--- src/rtl/tea_pkg.sv ---
// Shared TEA definitions: key-schedule constant, initial decipher sum,
// block/key types and the iterative core's state encoding.
package tea_pkg;

  localparam logic [31:0] TEA_DELTA = 32'h9E3779B9;

  typedef logic [63:0]  block_t;
  typedef logic [127:0] key_t;

  typedef enum logic [1:0] {
    IDLE,
    RUN,
    DONE
  } state_t;

  // The decipher schedule starts where the encipher schedule ends: delta*rounds mod 2^32.
  function automatic logic [31:0] TEA_SUM_INIT(input int unsigned rounds,
                                               input logic [31:0] delta = TEA_DELTA);
    return delta * 32'(rounds);
  endfunction

endpackage

--- src/rtl/tea_decrypt_iter_if.sv ---
// Valid/ready bus for the TEA decipher: ciphertext+key in, plaintext out.
interface tea_decrypt_iter_if;
  import tea_pkg::*;

  logic   in_valid;
  logic   in_ready;
  block_t data_in;
  key_t   key;
  logic   out_valid;
  logic   out_ready;
  block_t data_out;

  modport master (
    output in_valid, data_in, key, out_ready,
    input  in_ready, out_valid, data_out
  );

  modport slave (
    input  in_valid, data_in, key, out_ready,
    output in_ready, out_valid, data_out
  );

endinterface

--- src/rtl/tea_dec_round.sv ---
// One combinational TEA decipher round: v1 is unwound first, then v0 using the new v1.
module tea_dec_round
  import tea_pkg::*;
(
  input  logic [31:0] v0_in,
  input  logic [31:0] v1_in,
  input  logic [31:0] sum_in,
  input  key_t        key_in,
  output logic [31:0] v0_out,
  output logic [31:0] v1_out
);

  logic [31:0] k0, k1, k2, k3;
  logic [31:0] v1_n;

  assign k0 = key_in[127:96];
  assign k1 = key_in[95:64];
  assign k2 = key_in[63:32];
  assign k3 = key_in[31:0];

  assign v1_n   = v1_in - (((v0_in << 4) + k2) ^ (v0_in + sum_in) ^ ((v0_in >> 5) + k3));
  assign v0_out = v0_in - (((v1_n << 4) + k0) ^ (v1_n + sum_in) ^ ((v1_n >> 5) + k1));
  assign v1_out = v1_n;

endmodule

--- src/rtl/tea_decrypt_iter.sv ---
// Iterative TEA block decipher, one round per clock (two per clock when
// TEA_DEC_UNROLL2_EN is defined; ROUNDS must then be even).
module tea_decrypt_iter
  import tea_pkg::*;
#(
  parameter int unsigned ROUNDS = 32,
  parameter logic [31:0] DELTA  = TEA_DELTA
) (
  input logic           clk,
  input logic           reset,
  tea_decrypt_iter_if.slave bus
);

`ifdef TEA_DEC_UNROLL2_EN
  localparam int unsigned STEPS    = ROUNDS / 2;
  localparam logic [31:0] SUM_STEP = DELTA << 1;
  if ((ROUNDS % 2) != 0) begin : g_odd_rounds
    $error("tea_decrypt_iter: ROUNDS must be even with TEA_DEC_UNROLL2_EN");
  end
`else
  localparam int unsigned STEPS    = ROUNDS;
  localparam logic [31:0] SUM_STEP = DELTA;
`endif

  if (ROUNDS < 1) begin : g_min_rounds
    $error("tea_decrypt_iter: ROUNDS must be at least 1");
  end

  localparam int unsigned    CNT_W    = (STEPS > 1) ? $clog2(STEPS) : 1;
  localparam logic [CNT_W-1:0] CNT_LAST = CNT_W'(STEPS - 1);
  localparam logic [31:0]    SUM_INIT = TEA_SUM_INIT(ROUNDS, DELTA);

  state_t           state_q, state_d;
  logic [31:0]      v0_q, v0_d, v1_q, v1_d, sum_q, sum_d;
  key_t             k_q, k_d;
  logic [CNT_W-1:0] cnt_q, cnt_d;
  block_t           dout_q, dout_d;
  logic [31:0]      r_v0, r_v1;

`ifdef TEA_DEC_UNROLL2_EN
  logic [31:0] m_v0, m_v1;

  // Second round sees the schedule one delta further down.
  tea_dec_round u_round0 (
    .v0_in (v0_q),
    .v1_in (v1_q),
    .sum_in(sum_q),
    .key_in(k_q),
    .v0_out(m_v0),
    .v1_out(m_v1)
  );

  tea_dec_round u_round1 (
    .v0_in (m_v0),
    .v1_in (m_v1),
    .sum_in(sum_q - DELTA),
    .key_in(k_q),
    .v0_out(r_v0),
    .v1_out(r_v1)
  );
`else
  tea_dec_round u_round0 (
    .v0_in (v0_q),
    .v1_in (v1_q),
    .sum_in(sum_q),
    .key_in(k_q),
    .v0_out(r_v0),
    .v1_out(r_v1)
  );
`endif

  always_comb begin
    state_d = state_q;
    v0_d    = v0_q;
    v1_d    = v1_q;
    sum_d   = sum_q;
    k_d     = k_q;
    cnt_d   = cnt_q;
    dout_d  = dout_q;

    unique case (state_q)
      IDLE: begin
        if (bus.in_valid) begin
          v0_d    = bus.data_in[63:32];
          v1_d    = bus.data_in[31:0];
          k_d     = bus.key;
          sum_d   = SUM_INIT;
          cnt_d   = '0;
          state_d = RUN;
        end
      end
      RUN: begin
        v0_d  = r_v0;
        v1_d  = r_v1;
        sum_d = sum_q - SUM_STEP;
        cnt_d = cnt_q + 1'b1;
        if (cnt_q == CNT_LAST) begin
          dout_d  = {r_v0, r_v1};
          state_d = DONE;
        end
      end
      DONE: begin
        if (bus.out_ready) state_d = IDLE;
      end
      default: state_d = IDLE;
    endcase
  end

  always_ff @(posedge clk) begin
    if (reset) begin
      state_q <= IDLE;
      v0_q    <= '0;
      v1_q    <= '0;
      sum_q   <= '0;
      k_q     <= '0;
      cnt_q   <= '0;
      dout_q  <= '0;
    end else begin
      state_q <= state_d;
      v0_q    <= v0_d;
      v1_q    <= v1_d;
      sum_q   <= sum_d;
      k_q     <= k_d;
      cnt_q   <= cnt_d;
      dout_q  <= dout_d;
    end
  end

  assign bus.in_ready  = (state_q == IDLE);
  assign bus.out_valid = (state_q == DONE);
  assign bus.data_out  = dout_q;

endmodule

--- src/flat_wrapper.sv ---
// flat-port wrapper written by rule: the top's interface ports become plain ports
module tea_decrypt_iter_flat import tea_pkg::*;
#(
  parameter int unsigned ROUNDS = 32,
  parameter logic [31:0] DELTA  = TEA_DELTA
)
  (clk, reset, bus_in_valid, bus_data_in, bus_key, bus_out_ready, bus_in_ready, bus_out_valid, bus_data_out);
  tea_decrypt_iter_if bus_i ();
  input logic clk;
  input logic reset;
  input wire logic [$bits(bus_i.in_valid)-1:0] bus_in_valid;
  input wire logic [$bits(bus_i.data_in)-1:0] bus_data_in;
  input wire logic [$bits(bus_i.key)-1:0] bus_key;
  input wire logic [$bits(bus_i.out_ready)-1:0] bus_out_ready;
  output wire logic [$bits(bus_i.in_ready)-1:0] bus_in_ready;
  output wire logic [$bits(bus_i.out_valid)-1:0] bus_out_valid;
  output wire logic [$bits(bus_i.data_out)-1:0] bus_data_out;
  assign bus_i.in_valid = bus_in_valid;
  assign bus_i.data_in = bus_data_in;
  assign bus_i.key = bus_key;
  assign bus_i.out_ready = bus_out_ready;
  assign bus_in_ready = bus_i.in_ready;
  assign bus_out_valid = bus_i.out_valid;
  assign bus_data_out = bus_i.data_out;
  tea_decrypt_iter #(.ROUNDS(ROUNDS), .DELTA(DELTA)) u_core (.clk(clk), .reset(reset), .bus(bus_i));
endmodule
--- config.mk ---
export PLATFORM = sky130hd
export DESIGN_NAME = tea_decrypt_iter_flat
export DESIGN_NICKNAME = d
export VERILOG_FILES = /design/src/rtl/tea_pkg.sv /design/src/rtl/tea_decrypt_iter_if.sv /design/src/rtl/tea_dec_round.sv /design/src/rtl/tea_decrypt_iter.sv /design/src/flat_wrapper.sv
export SDC_FILE = /design/constraint.sdc
export NUM_CORES = 1
export LEC_CHECK = 0
export BUFFER_PORTS_ARGS = -buffer_cell sky130_fd_sc_hd__clkbuf_2
export CAP_MARGIN = 30
export CORE_MARGIN = 10
export CORE_UTILIZATION = 45
export DETAILED_ROUTE_END_ITERATION = 7
export PLACE_DENSITY = 0.67
export SLEW_MARGIN = 20
export SYNTH_ARGS = -nofsm -noshare
export SYNTH_HDL_FRONTEND = slang
export SYNTH_SLANG_ARGS = --single-unit
--- constraint.sdc ---
create_clock -name clk -period 25.9 [get_ports clk]
set_clock_uncertainty 0.1 [all_clocks]
set_input_delay 1.295 -clock clk [delete_from_list [all_inputs] [get_ports clk]]
set_output_delay 1.295 -clock clk [all_outputs]
set_load 0.1 [all_outputs]
==> impl_metrics.ini, run 1 <==
[critical_path]
crit_path_end_kind = flip-flop
crit_top_cell = a21oi_1
critPathMaxStageDelay_ns = 0.65
cp_num_buf_inv = 1
r2r_end = u_core.v0_q[31]$_SDFFE_PP0P_
setup.worst_path.start = u_core.v0_q[0]$_SDFFE_PP0P_
crit_required_ns = 26.31
crit_arrival_ns = 11.14
worst-path-max-fanout = 6
worstSetupStartpointType = flip-flop
reg2reg_depth = 44
rr_startpoint = u_core.v0_q[0]$_SDFFE_PP0P_
reg2reg_slack_ns = 15.16
critPathKind = reg -> reg
cpMaxStageDelayCell = xnor2_1
path_delay_family = compound AO/OA/AOI/OAI gates

[worst_hold_path]
worst_hold_path.endpoint = u_core.bus.data_out[51]$_SDFFE_PP0P_
hp-start = u_core.bus.data_out[51]$_SDFFE_PP0P_
min_path_cells = 2
hold_path_class = reg -> reg

[cts]
cts_sinks = 295
worstSkewPairLatency_ns = 0.57
htree_levels = 2
cts_resized = 0
cts_setup_buffers = 0
cts_root_buf = clkbuf_16
cts_buffers = 36
ctsHoldBuffers = 0
cts_tree = built
cts.clk_slew.worst_paths_ns = 0.06
clock_path_buffers = 3

[layout]
layout-drive-gt1-share_pct = 12.47
n_antenna_cell = 0
areaGrowthSynthToFinish_pct = 13.55
finalNetCount = 3599

[die]
die-area_mm2 = 0.06052
die_w_um = 246
initial_core_util_pct = 45.63
die_h_um = 246
coreArea_mm2 = 0.05038
rows = 82
io-pin-count = 262

[route]
ant_nets = 0
drt_iter0_markers = 1612
vias = 22060
drc = 0
wl_per_cell_um = 20.51
routed_wl_um = 78890
firstDrtPassIters = 6
drt-vias-per-instance = 5.734

[logic_synthesis]
synth_largest_area_cell = dfxtp_1
yosysMostFrequentCell = nand2_1
synth.top_cell.area_share_pct = 25.69
yosys_warnings = 0
yosys-top-cells-area = dfxtp_1 26%, ha_1 13%, xnor2_1 11%, a21oi_1 9.5%, nand2_1 8.3%
avgSynthCellArea_um2 = 7.815
yosys_register_bits = 295
ys_seq_area_share_pct = 25.69
synth_area_mm2 = 0.02298
synthesis.nets = 3388
synthTopCellsByCount = 506 x nand2_1, 435 x a21oi_1, 295 x dfxtp_1, 294 x xnor2_1, 243 x ha_1
async_flop_share_pct = 0
synth_cell_types = 84
synth_edf_count = 0
syn_inst = 2941
synth_ff_type = dfxtp_1

[placement]
place_hpwl_um = 61190
gp_congestion = 0.9234
portBuffers = 261

[timing]
worst_pin_slew_ns = 0.9998
max_freq_mhz = 93.13
slew_violations = 0
rsz0062_at_grt = no
setup-tns-final_ns = 0
hold_violations = 0
maxSlewHeadroom_pct = 33.35
post-route-period-util_pct = 41.46
setup-violations-final = 0
period_minus_slack_ns = 10.74

[global_route]
antenna_found_initial = 0
grt_start_max_net_pins = 86
grt_usage_pct = 24.99
grt_pass1_vias = 21310
grt_overflow = 0
grt_pass1_wl_um = 120600

[flow_run]
maxCapViolCount = 0

[outcome]
status = complete, no violations
==> layout by cell type, fill, tap and decap left out, drive strengths merged, types with 10 or more instances in the layout <==
cell	instances
a211oi	28
a21boi	11
a21o	135
a21oi	436
a221oi	13
a22oi	58
a31o	15
a31oi	15
and2	13
and3	22
buf	25
clkbuf	312
dfxtp	295
ha	243
inv	59
nand2	507
nand2b	31
nand3	51
nand4	21
nor2	155
nor2b	35
nor3	42
o211ai	18
o21a	27
o21ai	98
o21bai	25
or2	10
or3	11
xnor2	295
xor2	51
==> routing by layer <==
| layer | up-vias | global-route usage [%] | routed length (µm) |
|---|---|---|---|
| met4 | 0 | 9.366 | 2840 |
| li1 | 10880 | - | - |
| met5 | - | 0 | 0 |
| met1 | 10350 | 29.76 | 33010 |
| met2 | 676 | 44.57 | 38760 |
| met3 | 144 | 3.581 | 4278 |
==> logic make-up after synthesis <==
logic type / synth area share (%)
simple gates: 17.68
flops: 25.69
mux: 0.1742
compound gates: 25.74
buf+inv: 3.070
fa+ha+maj: 13.92
xor+xnor: 13.71
==> registers in the layout (all words and copies together) (netlist names) <==
name	flops
u_core.v0_q	32
u_core.sum_q	32
u_core.cnt_q	5
u_core.state_q	2
u_core.v1_q	32
u_core.bus.data_out	64
u_core.k_q	128
==> stage by stage <==
step / hold WS, ns / util (%) / instances / setup slack, ns / cell area, µm²
floorplan: 0.3383 / - / 2941 / 17.23 / 22980
global route: 0.3693 / 51.81 / 3847 / 14.27 / 26100
global placement: 0.3406 / 49.35 / 3784 / 15.74 / 24860
finish: 0.3535 / 51.81 / 3847 / 15.16 / 26100
detailed placement: 0.3494 / 49.35 / 3784 / 15.35 / 24860
CTS: 0.3573 / 51.74 / 3845 / 15.30 / 26070
==> worst max path at each step <==
| stage | slack (ns) | endpoint | depth (start not counted) |
|---|---|---|---|
| 6_report | 15.16 | u_core.v0_q[31]$_SDFFE_PP0P_ | 44 |
| 3_5_place_dp | 15.35 | u_core.v0_q[31]$_SDFFE_PP0P_ | 44 |
| 2_1_floorplan | 17.23 | u_core.v0_q[31]$_SDFFE_PP0P_ | 44 |
| 3_3_place_gp | 15.74 | u_core.v0_q[31]$_SDFFE_PP0P_ | 44 |
| 5_1_grt | 14.27 | u_core.v0_q[31]$_SDFFE_PP0P_ | 44 |
| 4_1_cts | 15.30 | u_core.v0_q[31]$_SDFFE_PP0P_ | 44 |
==> area by class of cell <==
cell class                 count  area (µm²)
clock inverter                11       167.7
sequential                   295        5906
timing repair buffer         287        1530
clock buffer                  50        1035
multi-input combinational   2474       16400
tap                          672       840.8
fill                        4926       24280
inverter                      58       217.7
==> tightest hold or removal path, delay by kind of cell (launching register included) <==
kind / cells / cell delay, ns
AOI/OAI and AO/OA: 1 / 0.05
DFF: 1 / 0.31
and+or+nand+nor: 1 / 0.05
Power of run 1 is not shown: default switching activity piles up to over one toggle a cycle in this logic, so the estimate is an artifact.
==> run 2: changes to the inputs <==
==> constraint.sdc (replaced) <==
create_clock -name clk -period 10.6 [get_ports clk]
set_clock_uncertainty 0.1 [all_clocks]
set_input_delay 0.53 -clock clk [delete_from_list [all_inputs] [get_ports clk]]
set_output_delay 0.53 -clock clk [all_outputs]
set_load 0.1 [all_outputs]
==> run 2 against run 1 <==
Net effect:
- register-to-register slack worse by 14 ns
- non-clock buffer count is 6 higher
- flip-flop and latch count did not move
- sequential share of layout area fell by 0.079 points
- count of clock-buffer cells in the layout stayed put
- first-iteration DRC count rose by 2.0%
==> impl_metrics.ini, run 2 (synthesis gave the netlist of run 1 again) <==
[die]
rows = 82
die-area_mm2 = 0.06052
io-pin-count = 262
initial_core_util_pct = 45.63
die_h_um = 246
die_w_um = 246
coreArea_mm2 = 0.05038

[cts]
cts.clk_slew.worst_paths_ns = 0.06
htree_levels = 2
cts_resized = 0
cts_sinks = 295
cts_setup_buffers = 0
clock_path_buffers = 3
cts_buffers = 37
cts_tree = built
ctsHoldBuffers = 0
cts_root_buf = clkbuf_16
worstSkewPairLatency_ns = 0.57

[timing]
slew_violations = 0
hold_violations = 0
rsz0062_at_grt = no
post-route-period-util_pct = 93.68
worst_pin_slew_ns = 0.9437
setup-tns-final_ns = 0
maxSlewHeadroom_pct = 37.08
setup-violations-final = 0
max_freq_mhz = 100.7
period_minus_slack_ns = 9.930

[layout]
areaGrowthSynthToFinish_pct = 13.95
final_cell_mix = 504 x nand2_1, 435 x a21oi_1, 295 x dfxtp_1, 294 x xnor2_1, 260 x clkbuf_2
largest_reg_flops = 128
finalNetCount = 3606
layout-drive-gt1-share_pct = 12.96
final_common_cell = nand2_1
regMostFlops = u_core.k_q
n_antenna_cell = 0

[route]
drt_iter0_markers = 1644
wl_per_cell_um = 20.28
firstDrtPassIters = 5
ant_nets = 0
drc = 0
vias = 22240
drt-vias-per-instance = 5.763
routed_wl_um = 78250

[placement]
portBuffers = 261
gp_congestion = 0.8948
place_hpwl_um = 61080

[critical_path]
cpMaxStageDelayCell = a2111oi_1
crit_path_end_kind = flip-flop
critPathMaxStageDelay_ns = 0.51
crit_arrival_ns = 10.31
cp-endpoint = u_core.v0_q[31]$_SDFFE_PP0P_
r2r_end = u_core.v0_q[31]$_SDFFE_PP0P_
worstSetupStartpointType = flip-flop
critPathKind = reg -> reg
reg2reg_depth = 38
reg2reg_slack_ns = 0.67
setup.worst_path.start = u_core.sum_q[0]$_SDFFE_PP0P_
worst-path-max-fanout = 7
rr_startpoint = u_core.sum_q[0]$_SDFFE_PP0P_
crit_required_ns = 10.98

[outcome]
status = complete, no violations

[global_route]
grt_overflow = 0
grt_pass1_vias = 21480
grt_pass1_wl_um = 119400
antenna_found_initial = 1
grt_usage_pct = 24.85
grt_start_max_net_pins = 92

[flow_run]
maxCapViolCount = 0

[worst_hold_path]
hold_path_class = in -> reg
==> run 2: cell count changes in the layout (fill, tap and decap cells not counted), moves of 2 or more <==
cell / change
clkbuf_16: +2
clkbuf_8: -2
a2111oi_0: -3
bufinv_16: -2
buf_4: +7
a2111oi_1: +2
clkinv_2: +7
==> run 2: cell type report <==
cell class,instances,area (µm²)
fillers,4984,24180
multi-input cells,2474,16450
flip-flops and latches,295,5906
repair buffers,293,1575
clock buffers,50,1057
well taps,672,840.8
inverters,58,217.7
clock inverters,16,143.9
==> run 2: metal layers <==
metal  wire length [µm]  GRT usage (%)  share of wire, %  vias to the layer above
met1              32000          29.65                41                    10400
met5                 13              0             0.017                        -
li1                   -              -                 -                    10910
met4               3810          12.71               4.9                        2
met3               4684          3.484               6.0                      170
met2              37740          42.81                48                      747
==> run 2: how the worst min path moves through the flow <==
stage / endpoint / startpoint / cells after the start / slack (ns)
after floorplan: u_core.k_q[121]$_SDFFE_PP0P_ / u_core.k_q[121]$_SDFFE_PP0P_ / 2 / 0.34
after global placement: u_core.bus.data_out[25]$_SDFFE_PP0P_ / u_core.bus.data_out[25]$_SDFFE_PP0P_ / 2 / 0.34
after detailed placement: u_core.bus.data_out[11]$_SDFFE_PP0P_ / u_core.bus.data_out[11]$_SDFFE_PP0P_ / 2 / 0.35
after CTS: u_core.k_q[7]$_SDFFE_PP0P_ / bus_key[7] / 3 / 0.06
after global routing: u_core.k_q[7]$_SDFFE_PP0P_ / bus_key[7] / 3 / 0.08
final: u_core.k_q[28]$_SDFFE_PP0P_ / bus_key[28] / 3 / 0.08
==> run 2: per-stage QoR <==
| step | utilization [%] | instances | hold WS (ns) | cell area, µm² | setup WS (ns) |
|---|---|---|---|---|---|
| 6_report | 51.99 | 3858 | 0.08342 | 26190 | 0.6702 |
| 5_1_grt | 51.99 | 3858 | 0.07807 | 26190 | 0.01693 |
| 4_1_cts | 51.84 | 3857 | 0.05814 | 26120 | 0.3141 |
| 3_5_place_dp | 49.46 | 3791 | 0.3465 | 24920 | 0.4077 |
| 3_3_place_gp | 49.46 | 3791 | 0.3434 | 24920 | 0.6975 |
| 2_1_floorplan | - | 2941 | 0.3383 | 22980 | 1.927 |
==> run 2: critical path, delay by kind of cell (launching register included) <==
kind / cells / cell delay [ns]
xor+xnor: 7 / 1.46
fa+ha+maj: 5 / 1.73
simple gates: 5 / 0.99
flops: 1 / 0.40
compound gates: 21 / 5.17
Power of run 2 is left out for the same reason.
==> run 3: changes to the inputs <==
==> constraint.sdc (replaced) <==
create_clock -name clk -period 12.15 [get_ports clk]
set_clock_uncertainty 0.1 [all_clocks]
set_input_delay 0.6075 -clock clk [delete_from_list [all_inputs] [get_ports clk]]
set_output_delay 0.6075 -clock clk [all_outputs]
set_load 0.1 [all_outputs]
==> run 3 against run 2 <==
Net effect:
- count of clock-buffer cells in the layout is 6 lower
- core utilization hardly changed
- worst hold slack better by 0.067 ns
- maximum frequency is 2.8% lower
- sequential share of layout area hardly changed
- setup slack better by 1.3 ns
- via count is 0.89% lower
- cell area hardly changed
- flip-flop and latch count stayed put
- critical path depth is 5 higher
- global-route usage is 0.19 points lower
- highest routed layer is now met4
==> impl_metrics.ini, run 3 (synthesis gave the netlist of run 1 again) <==
[global_route]
use_met2_pct = 42.90
grt_util_met3_pct = 4.166
grt_usage_pct = 24.66
grt_start_max_net_pins = 98
grt_pass1_vias = 21440
busiest_layer = met2
antenna_found_initial = 0
grt_pass1_wl_um = 119400
met1_usage_pct = 29.55
grt_overflow = 0

[die]
die_w_um = 246
initial_core_util_pct = 45.63
rows = 82
io-pin-count = 262
die-area_mm2 = 0.06052
die_h_um = 246
coreArea_mm2 = 0.05038

[outcome]
status = complete, no violations

[route]
vias = 22040
firstDrtPassIters = 6
routed_wl_um = 77420
wl_per_cell_um = 20.09
drc = 0
drt_iter0_markers = 1748
ant_nets = 0
drt-vias-per-instance = 5.718

[cts]
clock_path_buffers = 3
worstSkewPairLatency_ns = 0.58
cts_sinks = 295
cts_root_buf = clkbuf_16
cts_buffers = 37
cts_tree = built
htree_levels = 2
cts_resized = 0
cts_setup_buffers = 0
cts.clk_slew.worst_paths_ns = 0.06
ctsHoldBuffers = 0

[timing]
setup-violations-final = 0
period_minus_slack_ns = 10.21
max_freq_mhz = 97.91
post-route-period-util_pct = 84.06
setup-tns-final_ns = 0
slew_violations = 0
maxSlewHeadroom_pct = 33.49
rsz0062_at_grt = no
worst_pin_slew_ns = 0.9905
hold_violations = 0

[layout]
final_common_cell = nand2_1
regMostFlops = u_core.k_q
areaGrowthSynthToFinish_pct = 14.00
final_cell_mix = 504 x nand2_1, 435 x a21oi_1, 295 x dfxtp_1, 294 x xnor2_1, 260 x clkbuf_2
layout-drive-gt1-share_pct = 12.76
finalNetCount = 3602
largest_reg_flops = 128
n_antenna_cell = 0

[critical_path]
critPathMaxStageDelay_ns = 0.69
crit_path_end_kind = flip-flop
crit_arrival_ns = 10.61
worst-path-max-fanout = 6
worstSetupStartpointType = flip-flop
critPathKind = reg -> reg
cpMaxStageDelayCell = a2111oi_0
crit_required_ns = 12.54
crit_top_cell = a21oi_1

[placement]
place_hpwl_um = 60580
gp_congestion = 0.9895
portBuffers = 261

[flow_run]
maxCapViolCount = 0

[worst_hold_path]
hold_path_class = in -> reg
## run 3: stage by stage
stage	cell area, µm²	instances	utilization (%)	setup WS [ns]	hold slack (ns)
final	26200	3854	52.01	1.937	0.1509
after global routing	26200	3854	52.01	0.9682	0.1559
after CTS	26120	3851	51.85	2.010	0.1225
after detailed placement	24870	3785	49.37	2.067	0.3479
after global placement	24870	3785	49.37	2.291	0.3409
after floorplan	22980	2941	-	3.477	0.3383
## run 3: cell type report
class / instances / area [µm²]
repair buffers: 289 / 1585
multi-input cells: 2474 / 16400
flip-flops and latches: 295 / 5906
inverters: 58 / 217.7
fillers: 4987 / 24170
well taps: 672 / 840.8
clock buffers: 44 / 982.2
clock inverters: 22 / 266.5
## run 3: worst max-delay path: cells and delay by family, from the launching register on
| family | cells | cell delay (ns) |
|---|---|---|
| AO/OA/AOI/OAI | 21 | 5.45 |
| XOR/XNOR | 8 | 1.39 |
| adder cells (fa/ha/maj) | 4 | 1.37 |
| AND/OR/NAND/NOR | 9 | 1.18 |
| flip-flops | 1 | 0.45 |
| buffers and inverters | 1 | 0.17 |
## run 3: final timing paths
| path | start | cells after the start | end | slack [ns] |
|---|---|---|---|---|
| setup / recovery | u_core.v0_q[2]$_SDFFE_PP0P_ | 43 | u_core.v0_q[31]$_SDFFE_PP0P_ | 1.94 |
| setup reg to reg | u_core.v0_q[2]$_SDFFE_PP0P_ | 43 | u_core.v0_q[31]$_SDFFE_PP0P_ | 1.94 |
| hold / removal | bus_key[72] | 3 | u_core.k_q[72]$_SDFFE_PP0P_ | 0.15 |
| hold reg to reg | u_core.bus.data_out[42]$_SDFFE_PP0P_ | 2 | u_core.bus.data_out[42]$_SDFFE_PP0P_ | 0.36 |
## run 3: metal layers
layer	vias to the layer above	part of all wire, %
met2	667	48
met4	0	4.0
li1	10900	-
met5	-	0
met1	10320	42
met3	149	6.1
Power of run 3 is left out for the same reason.
